[src/rtl/control.sv]
// Single-cycle control unit: combinational decode of instruction_in, with the program counter updated on each rising edge.
// Defining RELATIVE_BRANCH_EN makes branch targets PC + ext_in; otherwise the target is the absolute operand.
module control #(
  parameter int OPERAND_WIDTH     = 11,
  parameter int INSTRUCTION_WIDTH = 16
) (
  input  logic                         clock_in,
  input  logic                         reset_in,
  input  logic [INSTRUCTION_WIDTH-1:0] instruction_in,
  input  logic [INSTRUCTION_WIDTH-1:0] ext_in,
  input  logic                         status_Z_in,
  input  logic                         status_N_in,
  output logic [OPERAND_WIDTH-1:0]     address_out,
  output logic [OPERAND_WIDTH-1:0]     operand_out,
  output logic                         sel_B_out,
  output logic                         alu_op_out,
  output logic                         data_memory_wr_out,
  output logic                         acc_wr_out,
  output logic                         status_wr_out,
  output logic                         acc_reset_out,
  output logic                         status_reset_out,
  output logic [1:0]                   sel_A_out
);
  localparam int OPCODE_WIDTH = INSTRUCTION_WIDTH - OPERAND_WIDTH;

  localparam logic [OPCODE_WIDTH-1:0] OP_HLT  = OPCODE_WIDTH'(0);
  localparam logic [OPCODE_WIDTH-1:0] OP_STO  = OPCODE_WIDTH'(1);
  localparam logic [OPCODE_WIDTH-1:0] OP_LD   = OPCODE_WIDTH'(2);
  localparam logic [OPCODE_WIDTH-1:0] OP_LDI  = OPCODE_WIDTH'(3);
  localparam logic [OPCODE_WIDTH-1:0] OP_ADD  = OPCODE_WIDTH'(4);
  localparam logic [OPCODE_WIDTH-1:0] OP_ADDI = OPCODE_WIDTH'(5);
  localparam logic [OPCODE_WIDTH-1:0] OP_SUB  = OPCODE_WIDTH'(6);
  localparam logic [OPCODE_WIDTH-1:0] OP_SUBI = OPCODE_WIDTH'(7);
  localparam logic [OPCODE_WIDTH-1:0] OP_BEQ  = OPCODE_WIDTH'(8);
  localparam logic [OPCODE_WIDTH-1:0] OP_BNE  = OPCODE_WIDTH'(9);
  localparam logic [OPCODE_WIDTH-1:0] OP_BGT  = OPCODE_WIDTH'(10);
  localparam logic [OPCODE_WIDTH-1:0] OP_BGE  = OPCODE_WIDTH'(11);
  localparam logic [OPCODE_WIDTH-1:0] OP_BLT  = OPCODE_WIDTH'(12);
  localparam logic [OPCODE_WIDTH-1:0] OP_BLE  = OPCODE_WIDTH'(13);
  localparam logic [OPCODE_WIDTH-1:0] OP_JMP  = OPCODE_WIDTH'(14);

  localparam logic [1:0] SEL_A_MEM = 2'b00;
  localparam logic [1:0] SEL_A_IMM = 2'b01;
  localparam logic [1:0] SEL_A_ALU = 2'b10;

  logic [OPCODE_WIDTH-1:0]  opcode;
  logic [OPERAND_WIDTH-1:0] operand;
  logic [OPERAND_WIDTH-1:0] pc;
  logic [OPERAND_WIDTH-1:0] pc_inc;
  logic [OPERAND_WIDTH-1:0] pc_next;
  logic [OPERAND_WIDTH-1:0] target;
  logic                     taken;
  logic                     halt;
  logic                     dm_wr;
  logic                     acc_wr;
  logic                     st_wr;
  logic                     unused_ext;

  assign opcode      = instruction_in[INSTRUCTION_WIDTH-1:OPERAND_WIDTH];
  assign operand     = instruction_in[OPERAND_WIDTH-1:0];
  assign operand_out = operand;
  assign address_out = pc;
  assign pc_inc      = pc + OPERAND_WIDTH'(1);

`ifdef RELATIVE_BRANCH_EN
  assign target = pc + ext_in[OPERAND_WIDTH-1:0];
`else
  assign target = operand;
`endif
  // Upper extender bits (and the whole bus in absolute mode) carry no information here.
  assign unused_ext = ^ext_in;

  always_comb begin
    sel_B_out  = 1'b0;
    alu_op_out = 1'b0;
    sel_A_out  = SEL_A_MEM;
    dm_wr      = 1'b0;
    acc_wr     = 1'b0;
    st_wr      = 1'b0;
    taken      = 1'b0;
    halt       = 1'b0;
    case (opcode)
      OP_HLT: halt = 1'b1;
      OP_STO: dm_wr = 1'b1;
      OP_LD: begin
        acc_wr = 1'b1;
        st_wr  = 1'b1;
      end
      OP_LDI: begin
        sel_A_out = SEL_A_IMM;
        acc_wr    = 1'b1;
        st_wr     = 1'b1;
      end
      OP_ADD, OP_ADDI, OP_SUB, OP_SUBI: begin
        sel_A_out  = SEL_A_ALU;
        sel_B_out  = (opcode == OP_ADDI) || (opcode == OP_SUBI);
        alu_op_out = (opcode == OP_SUB) || (opcode == OP_SUBI);
        acc_wr     = 1'b1;
        st_wr      = 1'b1;
      end
      OP_BEQ: taken = status_Z_in;
      OP_BNE: taken = !status_Z_in;
      OP_BGT: taken = !status_Z_in && !status_N_in;
      OP_BGE: taken = !status_N_in;
      OP_BLT: taken = status_N_in;
      OP_BLE: taken = status_Z_in || status_N_in;
      OP_JMP: taken = 1'b1;
      default: ;
    endcase
  end

  // Write enables are gated so nothing is committed while the datapath is held in reset.
  assign data_memory_wr_out = dm_wr & reset_in;
  assign acc_wr_out         = acc_wr & reset_in;
  assign status_wr_out      = st_wr & reset_in;
  assign acc_reset_out      = ~reset_in;
  assign status_reset_out   = ~reset_in;

  assign pc_next = halt ? pc : (taken ? target : pc_inc);

  always_ff @(posedge clock_in or negedge reset_in) begin
    if (!reset_in) begin
      pc <= '0;
    end else begin
      pc <= pc_next;
    end
  end
endmodule

[config.mk]
export PLATFORM = sky130hd
export DESIGN_NAME = control
export DESIGN_NICKNAME = d
export VERILOG_FILES = /design/src/rtl/control.sv
export SDC_FILE = /design/constraint.sdc
export NUM_CORES = 1
export LEC_CHECK = 0
export ABC_AREA = 1
export CORE_MARGIN = 2
export CORE_UTILIZATION = 33
export CTS_CLUSTER_DIAMETER = 30
export DETAILED_ROUTE_END_ITERATION = 12
export GPL_TIMING_DRIVEN = 0
export PLACE_DENSITY = 0.72
export SLEW_MARGIN = 40
export SYNTH_ARGS = -nofsm -noshare
export SYNTH_HDL_FRONTEND = slang
export SYNTH_SLANG_ARGS = --single-unit
[constraint.sdc]
create_clock -name clock_in -period 1.7 [get_ports clock_in]
set_clock_uncertainty 0.1 [all_clocks]
set_input_delay 0.34 -clock clock_in [delete_from_list [all_inputs] [get_ports clock_in]]
set_output_delay 0.34 -clock clock_in [all_outputs]
set_load 0.01 [all_outputs]
== Word-level counts from Yosys, hierarchy flattened ==
Index checks and enable logic that the tools add are counted.

* ROM bits: 0
* RAM bits: 0
* Bits in latches: 0
* Bits in registers: 11
* Logic and storage cells: 36
* Memories: 0
* Output and inout port bits: 31

* Eq/ne operators: 14
* Divide/modulo/power cells: 0
* Shifts and indexed selects: 0
* Reduce and logical (&&, ||, !) cells: 9
* Bitwise operators: 3
* Add/sub/neg operators: 1
* Magnitude comparators: 0
* $mul: 0
* Mux-type cells: 8

{| class="wikitable"
|+ Operator list
! kind !! count
|-
| $eq 5x4->1 const B || 7
|-
| $eq 5x3->1 const B || 4
|-
| $add 11x1->11 const B || 1
|-
| $mux 11 || 1
|-
| $eq 5x2->1 const B || 2
|-
| $pmux 1 s7 || 1
|-
| $reduce_or 6->1 || 1
|-
| $eq 5x1->1 const B || 1
|-
| $logic_not 5->1 || 1
|-
| $mux 1 || 5
|-
| $pmux 2 s2 || 1
|-
| $reduce_or 4->1 || 1
|-
| $logic_or 1x1->1 || 3
|-
| $and 1x1->1 || 2
|-
| $logic_not 1->1 || 2
|-
| $logic_and 1x1->1 || 1
|-
| $not 1->1 || 1
|}

== Depth between registers and ports, before layout ==
Gate-level depths: netlist of the first run.

* Word-level depth: 4
* Mapped depth: 9
* Mapped depth without buffers: 9

== Worst setup path before layout of the first run ==
No wires, ideal clock.

* Path type: input -> output
* Start: input port instruction_in[15]
* End: output port status_wr_out
* Setup slack: 124 ps
* Cell stages on the path: 4
* Required time: 1,260 ps
* Arrival: 1,136 ps
* Path buffers: 1
* Path through: nor3_1 > nand2_1 > a21oi_1 > buf_4

* Longest elaborated chain between the ends: 4
* Elaborated cells between the ends (all ways): 9
* Classes of those cells: 6 x eq/ne; 1 x mux; 1 x bitwise; 1 x reduce/logical

{| class="wikitable"
|+ RTL lines
! what !! line !! RTL
|-
| from (decl) || 9 || <nowiki>input logic [INSTRUCTION_WIDTH-1:0] instruction_in,</nowiki>
|-
| $eq 5x3->1 / $eq 5x2->1 (equally long branches) || -- ||
|-
| $reduce_or 6->1 (no source line) (*) || -- ||
|-
| $mux 1 (*) || -- ||
|-
| $and 1x1->1 (*) || -- ||
|-
| to (decl) || 19 || <nowiki>output logic status_wr_out,</nowiki>
|}

Mark *: on every way between the ends. The rest lies on a longest branch, timed or not.

== Final worst setup path of the first run ==
* Start: register pc[1], in the netlist address_out[1]
* End: output port address_out[1]

{| class="wikitable"
|+ RTL lines
! what !! line !! RTL
|-
| from (decl) || 48 || <nowiki>logic [OPERAND_WIDTH-1:0] pc;</nowiki>
|-
| from (signal assigned) || 125 || <nowiki>pc <= pc_next;</nowiki>
|-
| to (decl) || 13 || <nowiki>output logic [OPERAND_WIDTH-1:0] address_out,</nowiki>
|}

No word-level cell between the ends.

==> out/results.ini, run 1 <==
[route]
wl_um = 2770
drt_iter0_markers = 46
drc_errors = 0
wl_met2_um = 1300
vias_per_cell = 4.45
firstDrtPassIters = 6
top_layer_used = met4
wl_met3_um = 163
drt-met1-wl_um = 1240
drtAntennaViolNets = 0
routedWlPerCell_um = 9.71
num_vias = 1269

[power_and_ir_drop]
powerDensity_nw_per_um2 = 1030
p_leak_nw = 0.952
totalPowerFinal_w = 0.00177
power_switching_share_pct = 40.0
comb_power_share_pct = 62.8
ir_worst_vdd_mv = 0.283
p_int_w = 0.00106
power_frac_seq_pct = 26.7
pwr-share-clk_pct = 10.5
power_switching_w = 0.000710

[setup_path]
r2r_slack_ns = 0.15
worstSetupEndpointType = primary output
criticalPathCategory = register to primary output
cpLargestDelayFamily = buffers and inverters
crit_slowest_cell = clkdlybuf4s50_1
r2r_cells = 8
cp-start-kind = register
slowest_delay_ns = 0.57
cp_num_buf_inv = 1
path_depth = 1
worstPathRequired_ns = 1.26
critPathArrivalTime_ns = 1.23
worst-path-max-fanout = 4
cp_cell_sequence = clkdlybuf4s50_1

[final_layout]
layout-drive-gt1-share_pct = 22.8
multiInputGateArea_um2 = 568
final.fill_count = 326
finalInstanceArea_um2 = 1720
syn_to_final_growth_pct = 61.0
nNetsFinal = 279
diodes = 0
ff_latch_area_um2 = 278
largest_reg_flops = 11

[clocking]
root_buffer = clkbuf_4
path_clk_slew_ns = 0.08
clkSinkCount = 11
clockBufferDepth = 2
tritoncts = built
cts_buffers = 3
h-tree-depth = 1
worstSkewPairLatency_ns = 0.27

[grt]
grt_max_degree = 12
grt_pass1_vias = 1054
track_usage_pct = 15.7
antenna_found_initial = 0
grt_pass1_wl_um = 4440
grt_overflow = 0

[die]
rows = 20
die_w_um = 60.9
die_y_um = 60.9
pin_count = 67
die_area_um2 = 3710
core-area_um2 = 3080
start_util_pct = 34.7

[worst_hold_path]
hp-class = register to register
whs_path_depth = 2

[synthesis]
netlist.area_leader.share_pct = 25.8
ys_seq_elements = 11
ys_top_cells_by_area = dfrtp_1 (26%), nand2_1 (22%), nand3_1 (13%)
yosys.area.top_type = dfrtp_1
avgSynthCellArea_um2 = 6.11
yosysSeqAreaShare_pct = 25.8
synth_area_um2 = 1070
syn-num-nets = 212
synth_cell_types = 21
netlist_instances = 175
yosysWarnings = 0

[sta]
layout_min_cycle_time_ns = 1.67
max-slew-margin-rel_pct = 65.9
grt_setup_unrepaired = no
fmax_mhz = 599
final-hold-violation-count = 0
fin_crit_sh_pct = 98.2
tightest_slew_ns = 0.510
setup_viol = 0
final-max-slew-violation-count = 0

[place]
place_hpwl_um = 2120
placed_cell_area_um2 = 1620
gp_congestion = 0.815
io_buffers = 50

[outcome]
status = finished, final reports clean

[run]
cap_violations = 0

[power by group through the flow]
stage / registers [W] / clock network (W) / logic, W
6_report: 0.000473 / 0.000186 / 0.00111
5_1_grt: 0.000489 / 0.000196 / 0.00125
4_1_cts: 0.000487 / 0.000186 / 0.00104
3_5_place_dp: 0.000550 / 0 / 0.000901
3_3_place_gp: 0.000550 / 0 / 0.000886
2_1_floorplan: 0.000574 / 0 / 0.000465
[kinds of logic after synthesis]
| logic type | share of synthesized area (%) |
|---|---|
| flip-flops | 25.8 |
| adder cells (fa/ha/maj) | 1.17 |
| AND/OR/NAND/NOR | 43.6 |
| AO/OA/AOI/OAI | 2.46 |
| buffers and inverters | 23.0 |
| XOR/XNOR | 4.10 |
[stage by stage]
step                      setup slack, ns  TNS [ns]  hold WS, ns  std cells  utilization (%)
after CTS                         0.00191         0        0.437        280             54.6
after floorplan                     0.124         0      -0.0556        175                -
after detailed placement           -0.976    -10.04        0.418        269             52.8
final                              0.0313         0        0.455        285             55.9
after global placement             -0.983     -9.84        0.426        269             52.8
after global routing              0.00306         0        0.497        285             55.9
[per-layer routing]
layer | vias up | global-route usage, %
li1 | 656 | -
met1 | 557 | 22.2
met2 | 49 | 25.2
met3 | 7 | 1.49
met4 | 0 | 4.66
met5 | - | 0
[area by class of cell]
cell class | count | share of cell area, %
multi-input combinational | 117 | 33.0
tap | 44 | 3.20
buffer | 17 | 7.49
inverter | 29 | 6.33
timing repair buffer | 63 | 32.3
sequential | 11 | 16.1
clock buffer | 4 | 1.53
[cells in the mapped netlist]
cell type / n
nor2_1: 9
nand2_1: 63
nand4_1: 1
buf_4: 15
a21oi_2: 1
nor3_1: 1
nand3_2: 3
clkbuf_4: 1
xnor2_1: 2
o21bai_1: 1
xor2_1: 3
nor2_2: 2
ha_1: 1
a21oi_1: 2
nand3_1: 27
inv_2: 2
dfrtp_1: 11
nor4_1: 1
inv_1: 27
buf_2: 1
buf_6: 1
[final timing paths]
kind / from / end
setup / recovery: address_out[1] / address_out[1]
hold / removal: address_out[10] / address_out[10]
setup reg to reg: address_out[0] / address_out[8]
hold reg to reg: address_out[10] / address_out[10]
max in group asynchronous: reset_in / address_out[0]
min in group asynchronous: reset_in / address_out[3]
[placed cells by master, fill, tap and decap left out, types with 2 or more instances in the layout]
| cell type | synthesis | layout |
|---|---|---|
| dfrtp_1 | 11 | 9 |
| a21oi_2 | 1 | 2 |
| clkbuf_4 | 1 | 4 |
| nor2_2 | 2 | 3 |
| buf_2 | 1 | 4 |
| buf_4 | 15 | 28 |
| nand3_1 | 27 | 27 |
| clkdlybuf4s50_1 | 0 | 23 |
| nor2_1 | 9 | 8 |
| xnor2_1 | 2 | 2 |
| xor2_1 | 3 | 3 |
| inv_1 | 27 | 25 |
| inv_2 | 2 | 4 |
| clkdlybuf4s15_1 | 0 | 2 |
| dlygate4sd2_1 | 0 | 18 |
| nand3_2 | 3 | 3 |
| nand2_1 | 63 | 62 |
| dfrtp_2 | 0 | 2 |
[worst min-delay path, delay by kind of cell, from the launching register on]
kind | cells | cell delay, ns
DFF | 1 | 0.40
and+or+nand+nor | 2 | 0.13
[timing repair]
item | in CTS | in global routing
pin swaps | 5 | 3
hold endpoints to repair | 11 | 0
hold buffers | 1 | 0
setup buffers | 6 | 6
gates resized for setup | 51 | 7
endpoints found under the setup margin | 27 | 8
(Power assumes the default switching activity.)
==> run 2, diff against run 1 <==
Settings changed: SKIP_CTS_REPAIR_TIMING set to 1.
==> run 2 against run 1 <==
Net effect: the flow now finishes with violations (setup timing); via count shrank 0.47%; wire length increased by 4.1%; count of clock-buffer cells in the layout stayed put; fmax fell by 9.1%; register-to-register slack better by 0.02 ns; final cell count shrank 1.1%; sequential power up 12%; worst setup slack lost 0.17 ns; global-route usage shrank 0.61 points; critical path type is now input port to primary output; largest cell class unchanged; largest power group unchanged.
==> out/results.ini, run 2 (synthesis gave the netlist of run 1 again) <==
[grt]
grt_max_degree = 13  ; +1
grt_pass1_wl_um = 4270  ; -3.7%
grt_overflow = 0  ; unchanged
track_usage_pct = 15.0  ; -0.61 points
antenna_found_initial = 0  ; unchanged
grt_pass1_vias = 1011  ; -4.1%

[clocking]
clkSinkCount = 11  ; unchanged
worstSkewPairLatency_ns = 0.27  ; about the same
tritoncts = built
cts_buffers = 3  ; unchanged
path_clk_slew_ns = 0.08  ; about the same
h-tree-depth = 1  ; unchanged
clockBufferDepth = 2  ; unchanged
root_buffer = clkbuf_4

[route]
num_vias = 1263  ; -0.47%
firstDrtPassIters = 4  ; -2
wl_um = 2880  ; +4.1%
routedWlPerCell_um = 10.2  ; +5.2%
vias_per_cell = 4.48  ; +0.59%
drc_errors = 0  ; unchanged
drt_iter0_markers = 57  ; +24%
drtAntennaViolNets = 0  ; unchanged

[final_layout]
layout-drive-gt1-share_pct = 22.7  ; -0.13 points
nNetsFinal = 276  ; -1.1%
layout_common_cells = nand2_1 (62), nand3_1 (27), inv_1 (26)
final.fill_count = 303  ; -7.1%
ff_latch_area_um2 = 283  ; +1.8%
largest_reg_flops = 11  ; unchanged
final_common_cell = nand2_1
multiInputGateArea_um2 = 562  ; -1.1%
diodes = 0  ; unchanged
syn_to_final_growth_pct = 66.6

[outcome]
status = finished with violations
violations = setup timing

[die]
die_y_um = 60.9  ; unchanged
rows = 20  ; unchanged
start_util_pct = 34.7  ; unchanged
pin_count = 67  ; unchanged
die_w_um = 60.9  ; unchanged
core-area_um2 = 3080  ; unchanged
die_area_um2 = 3710  ; unchanged

[sta]
timing.hold.ws_ns = 0.410  ; -0.0445 ns
fin_crit_sh_pct = 108  ; +9.8 points
fmax_mhz = 545  ; -9.1%
tightest_slew_ns = 0.517  ; +0.00708 ns
grt_setup_unrepaired = yes
max-slew-margin-rel_pct = 65.4  ; -0.47 points
layout_min_cycle_time_ns = 1.84  ; +0.167 ns
final-max-slew-violation-count = 0  ; unchanged
final-hold-violation-count = 0  ; unchanged
fin_ws_ns = -0.136  ; -0.167 ns
setup_viol = 1  ; +1

[run]
cap_violations = 0  ; unchanged

[power_and_ir_drop]
p_leak_nw = 1.13  ; +19%
powerDensity_nw_per_um2 = 979  ; -5.1%
ir_worst_vdd_mv = 0.273  ; -3.7%
totalPowerFinal_w = 0.00174  ; -1.8%

[place]
io_buffers = 50  ; unchanged
place_hpwl_um = 2120  ; unchanged
gp_congestion = 0.815  ; unchanged

[setup_path]
worstPathRequired_ns = 1.26  ; about the same
r2r_cells = 8  ; unchanged
cp-start-kind = input port
r2r_slack_ns = 0.17  ; +0.02 ns
worstSetupEndpointType = primary output
worst-path-max-fanout = 6  ; +2
criticalPathCategory = input port to primary output
critPathArrivalTime_ns = 1.40  ; +0.17 ns

[worst_hold_path]
whs_path_depth = 6  ; +4
hp-class = input port to register

-- run 2: changes by cell type in the layout (fill, tap and decap cells not counted), moves of 2 or more --
cell | previous run | this run
clkbuf_2 | 1 | 4
dfrtp_2 | 2 | 6
dlygate4sd2_1 | 18 | 0
dlymetal6s2s_1 | 1 | 23
clkdlybuf4s50_1 | 23 | 21
inv_2 | 4 | 2
dfrtp_1 | 9 | 5
buf_4 | 28 | 24
buf_2 | 4 | 1
clkdlybuf4s15_1 | 2 | 0
-- run 2: final timing paths --
kind,from,end
setup / recovery,instruction_in[11],data_memory_wr_out
hold / removal,instruction_in[15],address_out[4]
setup reg to reg,address_out[0],address_out[8]
hold reg to reg,address_out[10],address_out[10]
max in group asynchronous,reset_in,address_out[8]
min in group asynchronous,reset_in,address_out[1]
-- run 2: worst max-delay path, stage by stage --
cell and delay, ns:
clkdlybuf4s50_1 0.52, inv_2 0.09, nor4_1 0.27, clkbuf_2 0.18
-- run 2: report_power, final --
group          total [W]  internal [W]  switching (W)
Combinational    0.00103      0.000552       0.000478
Sequential      0.000529      0.000388       0.000141
Clock           0.000183     0.0000908      0.0000924
-- run 2: final cells by class --
type,instances,area share (%)
well taps,44,3.09
repair buffers,59,34.1
flip-flops and latches,11,15.9
inverters,29,6.25
multi-input cells,117,31.6
clock buffers,4,1.48
plain buffers,18,7.66
-- run 2: per-stage QoR --
step | area, um^2 | std cells | TNS [ns] | utilization (%) | setup WS (ns)
after global routing | 1780 | 282 | -0.888 | 57.8 | -0.232
after global placement | 1620 | 269 | -9.84 | 52.8 | -0.983
final | 1780 | 282 | -0.136 | 57.8 | -0.136
after detailed placement | 1620 | 269 | -10.04 | 52.8 | -0.976
after CTS | 1650 | 273 | -8.43 | 53.6 | -0.972
after floorplan | 1070 | 175 | 0 | - | 0.124
-- run 2: routing by layer --
layer  vias up  global-route usage (%)  wire length, um
li1        654                       -                -
met1       574                    21.6             1330
met2        33                    23.8             1400
met3         2                    1.49              134
met4         0                    4.66               19
met5         -                       0                0
==> run 3, diff against run 2 <==
Settings changed: REMOVE_ABC_BUFFERS set to 1.
==> run 3 against run 2 <==
Net effect: the flow still finishes with violations (setup timing); worst setup slack improved by 0.12 ns; total power fell by 1.9%; final cell count fell by 6.0%; sequential power barely moved; global-route usage fell by 0.57 points; hold slack improved by 0.028 ns; die area did not move; count of clock-buffer cells in the layout did not move; via count fell by 4.6%; utilization fell by 2.2 points; sequential share of layout area rose by 0.70 points; combinational power barely moved.
==> out/results.ini, run 3 (synthesis gave the netlist of run 1 again) <==
[outcome]
status = finished with violations
violations = setup timing

[final_layout]
syn_to_final_growth_pct = 60.3
layout-drive-gt1-share_pct = 15.4  ; -7.3 points
layout_common_cells = nand2_1 (62), dlymetal6s2s_1 (28), nand3_1 (27)
nNetsFinal = 259  ; -6.2%
largest_reg_flops = 11  ; unchanged
diodes = 0  ; unchanged
finish.utilization_pct = 55.7  ; -2.2 points
final_common_cell = nand2_1

[power_and_ir_drop]
powerDensity_nw_per_um2 = 999  ; +2.0%
ir_worst_vdd_mv = 0.314  ; +15%
p_leak_nw = 1.10  ; -2.2%

[clocking]
clockBufferDepth = 2  ; unchanged
path_clk_slew_ns = 0.07  ; about the same
cts_buffers = 3  ; unchanged
clkSinkCount = 11  ; unchanged
tritoncts = built
root_buffer = clkbuf_4
h-tree-depth = 1  ; unchanged
worstSkewPairLatency_ns = 0.26  ; about the same

[worst_hold_path]
hp-class = register to register

[sta]
setup_tns_ns = -0.0135  ; +0.123 ns
setup_viol = 1  ; unchanged
final-max-slew-violation-count = 0  ; unchanged
final-hold-violation-count = 0  ; unchanged
max-slew-margin-rel_pct = 63.3  ; -2.1 points
fin_ws_ns = -0.0135  ; +0.123 ns
layout_min_cycle_time_ns = 1.71  ; -0.123 ns
fin_crit_sh_pct = 101  ; -7.2 points
tightest_slew_ns = 0.548  ; +0.0308 ns
fmax_mhz = 584  ; +7.2%

[grt]
grt_pass1_wl_um = 4010  ; -6.2%
grt_max_degree = 13  ; unchanged
antenna_found_initial = 0  ; unchanged
grt_overflow = 0  ; unchanged
track_usage_pct = 14.5  ; -0.57 points
grt_pass1_vias = 936  ; -7.4%

[setup_path]
worstPathRequired_ns = 1.26  ; about the same
criticalPathCategory = input port to primary output
worst-path-max-fanout = 3  ; -3
r2r-end = address_out[8]
r2r_cells = 8  ; unchanged
cp-start-kind = input port
timing.rr.start = address_out[0]
slowest_delay_ns = 0.25  ; -0.27 ns
r2r_slack_ns = 0.22  ; +0.05 ns
crit_end = data_memory_wr_out
crit_slowest_cell = nor3_4
critPathArrivalTime_ns = 1.27  ; -0.13 ns
cp_cell_sequence = dlymetal6s2s_1, nor3_4, buf_4, inv_1, nor4_2, buf_2
critPathLaunch = instruction_in[15]
worstSetupEndpointType = primary output

[place]
gp_congestion = 0.747  ; -8.4%
place_hpwl_um = 1940  ; -8.6%
dp_slack_ns = -0.991  ; -0.0143 ns
io_buffers = 50  ; unchanged

[run]
cap_violations = 0  ; unchanged

[route]
firstDrtPassIters = 6  ; +2
routedWlPerCell_um = 11.2  ; +9.6%
drtAntennaViolNets = 0  ; unchanged
num_vias = 1205  ; -4.6%
drt_iter0_markers = 40  ; -30%
vias_per_cell = 4.55  ; +1.5%
drc_errors = 0  ; unchanged
wl_um = 2970  ; +3.0%

[die]
rows = 20  ; unchanged
core-area_um2 = 3080  ; unchanged
die_w_um = 60.9  ; unchanged
start_util_pct = 34.7  ; unchanged
die_area_um2 = 3710  ; unchanged
die_y_um = 60.9  ; unchanged
pin_count = 67  ; unchanged

run 3: cell count changes in the layout (fill, tap and decap cells not counted), moves of 2 or more:
| cell | before | now |
|---|---|---|
| dlymetal6s2s_1 | 23 | 28 |
| a21oi_2 | 2 | 0 |
| nand3_4 | 0 | 2 |
| buf_4 | 24 | 8 |
| clkdlybuf4s50_1 | 21 | 19 |
| nand3_2 | 3 | 1 |
| clkbuf_2 | 4 | 1 |
| buf_6 | 2 | 0 |
run 3: worst min path at each step:
stage                          from               to  slack [ns]  depth (start not counted)
floorplan                  reset_in   address_out[0]       -0.06                          0
global placement    address_out[10]  address_out[10]        0.43                          2
detailed placement  address_out[10]  address_out[10]        0.42                          2
CTS                        reset_in   address_out[7]        0.36                          1
global route         address_out[7]   address_out[7]        0.49                          2
finish              address_out[10]  address_out[10]        0.44                          2
run 3: cell type report:
type	instances	area [um^2]
Clock buffer	4	26.3
Fill cell	306	1370
Inverter	29	109
Multi-Input combinational cell	117	591
Sequential cell	11	284
Tap cell	44	55.1
Timing Repair Buffer	60	648
run 3: worst max-delay path: cells and delay by family:
family	cells	cell delay (ns)
simple gates	2	0.41
buf+inv	4	0.52
run 3: routing by layer:
metal	vias up	part of all wire, %	GRT usage, %
met5	-	0	0
met4	0	2.6	5.90
met3	8	5.4	1.92
met2	46	51	23.7
met1	531	41	19.3
li1	620	-	-
run 3: power by group:
part | switching, W | internal (W) | total (W)
combinational | 0.000473 | 0.000529 | 0.00100
sequential | 0.000138 | 0.000390 | 0.000527
clock | 0.0000914 | 0.0000906 | 0.000182
total | 0.000702 | 0.00101 | 0.00171
run 3: per-stage QoR:
stage | area (um^2) | cells | hold WS (ns) | power (W)
after floorplan | 932 | 157 | -0.0556 | 0.00100
after global placement | 1490 | 251 | 0.427 | 0.00141
after detailed placement | 1490 | 251 | 0.424 | 0.00142
after CTS | 1510 | 255 | 0.359 | 0.00161
after global routing | 1710 | 265 | 0.486 | 0.00187
final | 1710 | 265 | 0.438 | 0.00171
